`src/rtl/usb_ep_buf_if.sv`:
```
// Core-side transaction bus between the USB protocol core
// and the single-endpoint packet buffer.
interface usb_ep_buf_if;
  logic       transaction_active;
  logic [3:0] endpoint;
  logic       direction_in;
  logic       setup;
  logic       data_toggle;
  logic [1:0] handshake;
  logic [7:0] data_out;
  logic       data_strobe;
  logic [7:0] data_in;
  logic       data_in_valid;
  logic       success;

  modport master (
    output transaction_active,
    output endpoint,
    output direction_in,
    output setup,
    output data_out,
    output data_strobe,
    output success,
    input  data_toggle,
    input  handshake,
    input  data_in,
    input  data_in_valid
  );

  modport slave (
    input  transaction_active,
    input  endpoint,
    input  direction_in,
    input  setup,
    input  data_out,
    input  data_strobe,
    input  success,
    output data_toggle,
    output handshake,
    output data_in,
    output data_in_valid
  );
endinterface

```
`src/rtl/usb_ep_buf.sv`:
```
// Single-endpoint USB packet buffer: one OUT and one IN
// packet of MAX_PKT bytes between protocol core and app.
module usb_ep_buf #(
  parameter int EP_NUM  = 0,
  parameter int MAX_PKT = 64,
  localparam int AW = $clog2(MAX_PKT) + 1
) (
  input  logic          clk_48,
  input  logic          rst_n,
  input  logic          usb_rst_i,
  usb_ep_buf_if.slave   core,
  input  logic          stall_req_i,
  output logic          out_pending_o,
  output logic          out_is_setup_o,
  output logic [AW-1:0] out_len_o,
  input  logic          out_rd_en_i,
  output logic [7:0]    out_rd_data_o,
  input  logic          out_release_i,
  input  logic          in_wr_en_i,
  input  logic [7:0]    in_wr_data_i,
  input  logic          in_commit_i,
  output logic          in_busy_o,
  output logic          in_done_o
);

  localparam int IW = AW - 1;
  localparam logic [AW-1:0] FULL = AW'(MAX_PKT);
  localparam logic [1:0] HS_ACK   = 2'b00;
  localparam logic [1:0] HS_NAK   = 2'b10;
  localparam logic [1:0] HS_STALL = 2'b11;

  typedef struct packed {
    logic [AW-1:0] wr_ptr;
    logic [AW-1:0] rd_ptr;
    logic [AW-1:0] len;
    logic          pend;
    logic          is_setup;
    logic          otog;
    logic          itog;
    logic [AW-1:0] in_wptr;
    logic [AW-1:0] in_rptr;
    logic [AW-1:0] in_len;
    logic          busy;
    logic          done;
  } st_t;

  st_t st_q;

  logic [7:0] out_mem [MAX_PKT];
  logic [7:0] in_mem  [MAX_PKT];

  logic          match;
  logic [1:0]    hs;
  logic          out_wr;
  logic          out_ok;
  logic          in_rd;
  logic          in_ok;
  logic          in_wr;
  logic          in_cm;
  logic [AW-1:0] in_wptr_d;

  assign match = core.transaction_active
              && core.endpoint == 4'(EP_NUM);

  always_comb begin
    hs = HS_ACK;
    priority case (1'b1)
      !match:            hs = HS_STALL;
      core.setup:        hs = HS_ACK;
      stall_req_i:       hs = HS_STALL;
      core.direction_in: hs = st_q.busy ? HS_ACK : HS_NAK;
      default:           hs = st_q.pend ? HS_NAK : HS_ACK;
    endcase
  end

  assign out_wr = core.data_strobe && match
               && !core.direction_in && hs == HS_ACK;
  assign out_ok = core.success && match
               && !core.direction_in && hs == HS_ACK;
  assign in_rd  = core.data_strobe && match
               && core.direction_in
               && st_q.in_rptr < st_q.in_len;
  assign in_ok  = core.success && match && core.direction_in
               && !core.setup && hs == HS_ACK;
  assign in_wr  = in_wr_en_i && !st_q.busy
               && st_q.in_wptr != FULL;
  assign in_cm  = in_commit_i && !st_q.busy;
  // commit sees a same-cycle write
  assign in_wptr_d = st_q.in_wptr + AW'(in_wr);

  always_ff @(posedge clk_48) begin
    if (out_wr && st_q.wr_ptr != FULL)
      out_mem[st_q.wr_ptr[IW-1:0]] <= core.data_out;
    if (in_wr)
      in_mem[st_q.in_wptr[IW-1:0]] <= in_wr_data_i;
  end

  always_ff @(posedge clk_48 or negedge rst_n) begin
    if (!rst_n) begin
      st_q <= '0;
    end else if (usb_rst_i) begin
      st_q <= '0;
    end else begin
      st_q.done <= 1'b0;
      // idle bus rewinds OUT writes and IN reads
      if (!core.transaction_active) begin
        st_q.wr_ptr  <= '0;
        st_q.in_rptr <= '0;
      end else begin
        if (out_wr && st_q.wr_ptr != FULL)
          st_q.wr_ptr <= st_q.wr_ptr + AW'(1);
        if (in_rd)
          st_q.in_rptr <= st_q.in_rptr + AW'(1);
      end
      if (out_rd_en_i && st_q.rd_ptr < st_q.len)
        st_q.rd_ptr <= st_q.rd_ptr + AW'(1);
      if (out_release_i)
        st_q.pend <= 1'b0;
      if (out_ok) begin
        st_q.pend     <= 1'b1;
        st_q.len      <= st_q.wr_ptr;
        st_q.is_setup <= core.setup;
        st_q.rd_ptr   <= '0;
        st_q.wr_ptr   <= '0;
        if (core.setup) begin
          st_q.otog <= 1'b1;
          st_q.itog <= 1'b1;
        end else begin
          st_q.otog <= ~st_q.otog;
        end
      end
      if (in_cm) begin
        st_q.in_len  <= in_wptr_d;
        st_q.busy    <= 1'b1;
        st_q.in_wptr <= '0;
      end else begin
        st_q.in_wptr <= in_wptr_d;
      end
      if (in_ok) begin
        st_q.busy    <= 1'b0;
        st_q.in_rptr <= '0;
        st_q.itog    <= ~st_q.itog;
        st_q.done    <= 1'b1;
      end
    end
  end

  assign core.handshake     = hs;
  assign core.data_toggle   = core.setup ? 1'b0
                            : core.direction_in ? st_q.itog
                            : st_q.otog;
  assign core.data_in       = in_mem[st_q.in_rptr[IW-1:0]];
  assign core.data_in_valid = st_q.busy
                           && st_q.in_rptr < st_q.in_len;

  assign out_pending_o  = st_q.pend;
  assign out_is_setup_o = st_q.is_setup;
  assign out_len_o      = st_q.len;
  assign out_rd_data_o  = out_mem[st_q.rd_ptr[IW-1:0]];
  assign in_busy_o      = st_q.busy;
  assign in_done_o      = st_q.done;

endmodule

```
`src/flat_wrapper.sv`:
```
// flat-port wrapper written by rule: the top's interface ports become plain ports
module usb_ep_buf_flat 
#(
  parameter int EP_NUM  = 0,
  parameter int MAX_PKT = 64,
  localparam int AW = $clog2(MAX_PKT) + 1
)
  (clk_48, rst_n, usb_rst_i, stall_req_i, out_pending_o, out_is_setup_o, out_len_o, out_rd_en_i, out_rd_data_o, out_release_i, in_wr_en_i, in_wr_data_i, in_commit_i, in_busy_o, in_done_o, core_transaction_active, core_endpoint, core_direction_in, core_setup, core_data_out, core_data_strobe, core_success, core_data_toggle, core_handshake, core_data_in, core_data_in_valid);
  usb_ep_buf_if core_i ();
  input  logic clk_48;
  input  logic rst_n;
  input  logic usb_rst_i;
  input  logic stall_req_i;
  output logic out_pending_o;
  output logic out_is_setup_o;
  output logic [AW-1:0] out_len_o;
  input  logic out_rd_en_i;
  output logic [7:0] out_rd_data_o;
  input  logic out_release_i;
  input  logic in_wr_en_i;
  input  logic [7:0] in_wr_data_i;
  input  logic in_commit_i;
  output logic in_busy_o;
  output logic in_done_o;
  input wire logic [$bits(core_i.transaction_active)-1:0] core_transaction_active;
  input wire logic [$bits(core_i.endpoint)-1:0] core_endpoint;
  input wire logic [$bits(core_i.direction_in)-1:0] core_direction_in;
  input wire logic [$bits(core_i.setup)-1:0] core_setup;
  input wire logic [$bits(core_i.data_out)-1:0] core_data_out;
  input wire logic [$bits(core_i.data_strobe)-1:0] core_data_strobe;
  input wire logic [$bits(core_i.success)-1:0] core_success;
  output wire logic [$bits(core_i.data_toggle)-1:0] core_data_toggle;
  output wire logic [$bits(core_i.handshake)-1:0] core_handshake;
  output wire logic [$bits(core_i.data_in)-1:0] core_data_in;
  output wire logic [$bits(core_i.data_in_valid)-1:0] core_data_in_valid;
  assign core_i.transaction_active = core_transaction_active;
  assign core_i.endpoint = core_endpoint;
  assign core_i.direction_in = core_direction_in;
  assign core_i.setup = core_setup;
  assign core_i.data_out = core_data_out;
  assign core_i.data_strobe = core_data_strobe;
  assign core_i.success = core_success;
  assign core_data_toggle = core_i.data_toggle;
  assign core_handshake = core_i.handshake;
  assign core_data_in = core_i.data_in;
  assign core_data_in_valid = core_i.data_in_valid;
  usb_ep_buf #(.EP_NUM(EP_NUM), .MAX_PKT(MAX_PKT)) u_core (.clk_48(clk_48), .rst_n(rst_n), .usb_rst_i(usb_rst_i), .core(core_i), .stall_req_i(stall_req_i), .out_pending_o(out_pending_o), .out_is_setup_o(out_is_setup_o), .out_len_o(out_len_o), .out_rd_en_i(out_rd_en_i), .out_rd_data_o(out_rd_data_o), .out_release_i(out_release_i), .in_wr_en_i(in_wr_en_i), .in_wr_data_i(in_wr_data_i), .in_commit_i(in_commit_i), .in_busy_o(in_busy_o), .in_done_o(in_done_o));
endmodule
```
`config.mk`:
```
export PLATFORM = sky130hd
export DESIGN_NAME = usb_ep_buf_flat
export DESIGN_NICKNAME = d
export VERILOG_FILES = /design/src/rtl/usb_ep_buf_if.sv /design/src/rtl/usb_ep_buf.sv /design/src/flat_wrapper.sv
export SDC_FILE = /design/constraint.sdc
export NUM_CORES = 1
export LEC_CHECK = 0
export CAP_MARGIN = 20
export CORE_MARGIN = 2
export CORE_UTILIZATION = 62
export CTS_CLUSTER_SIZE = 8
export DETAILED_ROUTE_END_ITERATION = 8
export HOLD_SLACK_MARGIN = 0.02
export PLACE_DENSITY = 0.76
export SYNTH_ARGS = -nofsm -noshare
export SYNTH_HDL_FRONTEND = slang
export SYNTH_SLANG_ARGS = --single-unit
```
`constraint.sdc`:
```
create_clock -name clk_48 -period 2.65 [get_ports clk_48]
set_clock_uncertainty 0.05 [all_clocks]
set_input_delay 0.265 -clock clk_48 [delete_from_list [all_inputs] [get_ports clk_48]]
set_output_delay 0.265 -clock clk_48 [all_outputs]
set_load 0.03 [all_outputs]
```
==> run_results.csv <==
group,metric,value,unit
layout,layout.nets,2721,
grt,grt_usage,32.2,%
timing,worst_pin_slew,842,ps
setup_path,r2r_start,"u_core.st_q[34]",
drt,drcViolationCount,0,
timing,period_minus_slack,3430,ps
synth,syn_inst,2180,
setup_path,rrSetupSlack,50,ps
placement,io_buffers,63,
synth,ys_ff_latch,1072,
timing,relSlewSlack,43.9,%
power,power_density,698,mW/mm^2
timing,setup_viol,17,
synth,avgSynthCellArea,19.5,um^2
synth,synth_warnings,0,
drt,drt_iter0_drc,3292,
synth,synth_async_sr_flop_share,4.48,%
synth,synth_edf_count,1024,
floorplanning,fp-row-count,96,
layout,final_core_util,77.3,%
setup_path,crit_type,"flip-flop to output pin",
power,power.total,36.8,mW
setup_path,crit_path_start_kind,"flip-flop",
synth,syn_area,0.0425,mm^2
synth,syn-num-nets,2231,
placement,place_congestion,0.909,
hold_path,hold_path_depth,1,
setup_path,critPathMaxFanout,8,
grt,grt_first_pass_wirelength,163000,um
synth,synth_cell_types,60,
clock_tree,cts_tree,"built",
drt,wire_per_inst,32.0,um
floorplanning,initial_core_util,62.3,%
clock_tree,root_buffer,"clkbuf_16",
drt,top_layer,"met5",
clock_tree,clk_pin_slew,50,ps
drt,route.met3.wl,10500,um
synth,synth_top_flop_cell,"edfxtp_1",
drt,wl,116000,um
drt,wl_met1,39700,um
setup_path,slowest_stage,"mux4_2",
clock_tree,worst_skew_pair.late_latency,730,ps
setup_path,cp.arrival,3120,ps
layout,layout_common_cells,"1024 x edfxtp_1, 310 x buf_4, 213 x mux4_2",
layout,design_area,0.0527,mm^2
setup_path,cp_slowest_stage_delay,560,ps
power,ir_drop,0.000767,V
drt,drt-pass1-iter-count,6,
setup_path,crit_chain,"buf_12, mux4_2, mux2i_4, nor2_2, a2111oi_4, a221oi_1, and3_1, buf_6",
setup_path,ff2ff_path_depth,10,
timing,holdWs,33.7,ps
floorplanning,die_h,266,um
clock_tree,htree_levels,4,
grt,antenna_found_initial,2,
timing,timing.fmax,291,MHz
timing,min_period_over_period,130,%
grt,grt_max_degree,65,
timing,report.final.slew_viol_count,0,
floorplanning,die_w,266,um
synth,synth_seq_area_share,75.1,%
setup_path,critPathTopFamily,"multiplexers",
clock_tree,numCtsBuffers,152,
hold_path,min_path_type,"input pin to flip-flop",
layout,area_growth,24.0,%
floorplanning,die-area,0.0707,mm^2
placement,dp.cells,3333,
setup_path,critPathBufInv,2,
placement,hpwl,63700,um
setup_path,rr_endpoint,"u_core.st_q[38]",
drt,vias,24600,
timing,rsz0062_at_grt,"yes",
layout,fin_cells,3609,
power,p_leak,17.3,nW
clock_tree,clock_path_buffers,3,
hold_path,hp-start,"core_data_out[4]",
timing,fin_ws,-783,ps
layout,drive_gt1_share,36.2,%
drt,vias_per_cell,6.80,
placement,dpl_worst_slack,-113,ps
flow_run,drv_cap,0,
placement,placed_cell_area,0.0465,mm^2
grt,grt_pass1_vias,24800,
floorplanning,core,0.0682,mm^2
drt,ant_nets,0,
layout,final_common_cell,"edfxtp_1",
setup_path,crit_required,2340,ps
clock_tree,clock-sinks,1072,
grt,gr-total-overflow,0,
run_status,violations,"setup timing",
drt,route.met2.wl,59000,um
timing,hold_violations,0,
setup_path,critPathCaptureType,"output pin",
run_status,run_status,"complete, but fails checks",
floorplanning,num_io_pins,64,
hold_path,hold_end,"u_core.out_mem[36][4]",
timing,setup_tns,-11110,ps
## worst max-delay path by stage
stage,end,depth (start not counted),slack [ps],startpoint
finish,core_data_in[1],8,-780,u_core.st_q[9]
global route,core_data_in[0],9,-810,u_core.st_q[9]
CTS,core_data_in[4],8,-660,u_core.st_q[9]
detailed placement,u_core.out_mem[8][2],10,-110,core_setup
global placement,u_core.out_mem[8][2],10,-110,core_setup
floorplan,core_data_in_valid,5,140,u_core.st_q[6]
## layer usage
metal / global-route usage (%) / vias to the layer above
met5: 0 / -
met4: 14.9 / 2
met3: 6.09 / 373
met2: 54.5 / 1792
met1: 40.9 / 12600
li1: - / 9836
## cell families (layout without fill, tap and decap cells)
family / Yosys count / count (layout) / synth area share [%]
muxes: 354 / 354 / 14.7
adders and majority gates: 18 / 18 / 0.530
and+or+nand+nor: 362 / 362 / 3.85
DFF: 1072 / 1072 / 75.1
other: 0 / 1 / 0
buffers and inverters: 149 / 695 / 1.91
AOI/OAI and AO/OA: 208 / 208 / 3.55
xor gates and xnor gates: 17 / 17 / 0.350
## worst reg2reg max path, cell delays in order, from the launching register on
cell	delay, ps
dfrtp_4	520
buf_6	160
buf_16	140
clkbuf_4	190
buf_4	150
nand2b_1	130
a21o_1	200
a21oi_4	190
o2111ai_4	180
or4_1	530
nand2_1	90
## cell type report
type	count	area, um^2
fill	3358	15500
inverter	24	90.1
antenna	1	2.50
timing repair buffer	461	4610
tap	882	1100
sequential	1072	32000
clock buffer	198	4060
multi-input combinational	959	10700
clock inverter	12	200
## power by group
group	switching, mW	internal (mW)	leakage, nW
combinational	0.462	0.182	5.36
clock	6.93	10.6	2.06
sequential	0.0143	18.6	9.86
## cells in the mapped netlist (all sizes together), types with 9 or more instances
master | instances | area, um^2
o22ai | 52 | 325
nand2b | 11 | 68.8
edfxtp | 1024 | 30700
ha | 18 | 225
o21ai | 9 | 45.0
nor3 | 14 | 70.1
mux4 | 213 | 4800
a211oi | 20 | 155
a211o | 20 | 175
nand3b | 9 | 67.6
inv | 24 | 90.1
nand2 | 54 | 213
a21oi | 30 | 154
xor2 | 12 | 105
mux2i | 123 | 1230
mux2 | 18 | 203
a22oi | 22 | 165
nand3 | 20 | 100
buf | 89 | 588
clkbuf | 36 | 135
o221ai | 9 | 78.8
nor4 | 12 | 81.3
nor2b | 11 | 71.3
a2111oi | 12 | 143
nor2 | 198 | 743
dfrtp | 48 | 1200
## what timing repair did
action,4_1_cts,5_1_grt
pin swaps,50,45
hold buffers,5,0
gates resized for setup,158,85
gates cloned,8,4
hold endpoints to repair,148,0
setup buffers,31,25
endpoints found under the setup margin,17,23
## sequential cells by signal (all words and copies together), names as in the netlist
name                   cells
u_core.in_mem            512
u_core.out_mem           512
u_core.st_q               37
u_core.out_len_o           7
u_core.in_busy_o           1
u_core.in_done_o           1
u_core.out_is_setup_o      1
u_core.out_pending_o       1
Power figures use the tool's default switching activity.
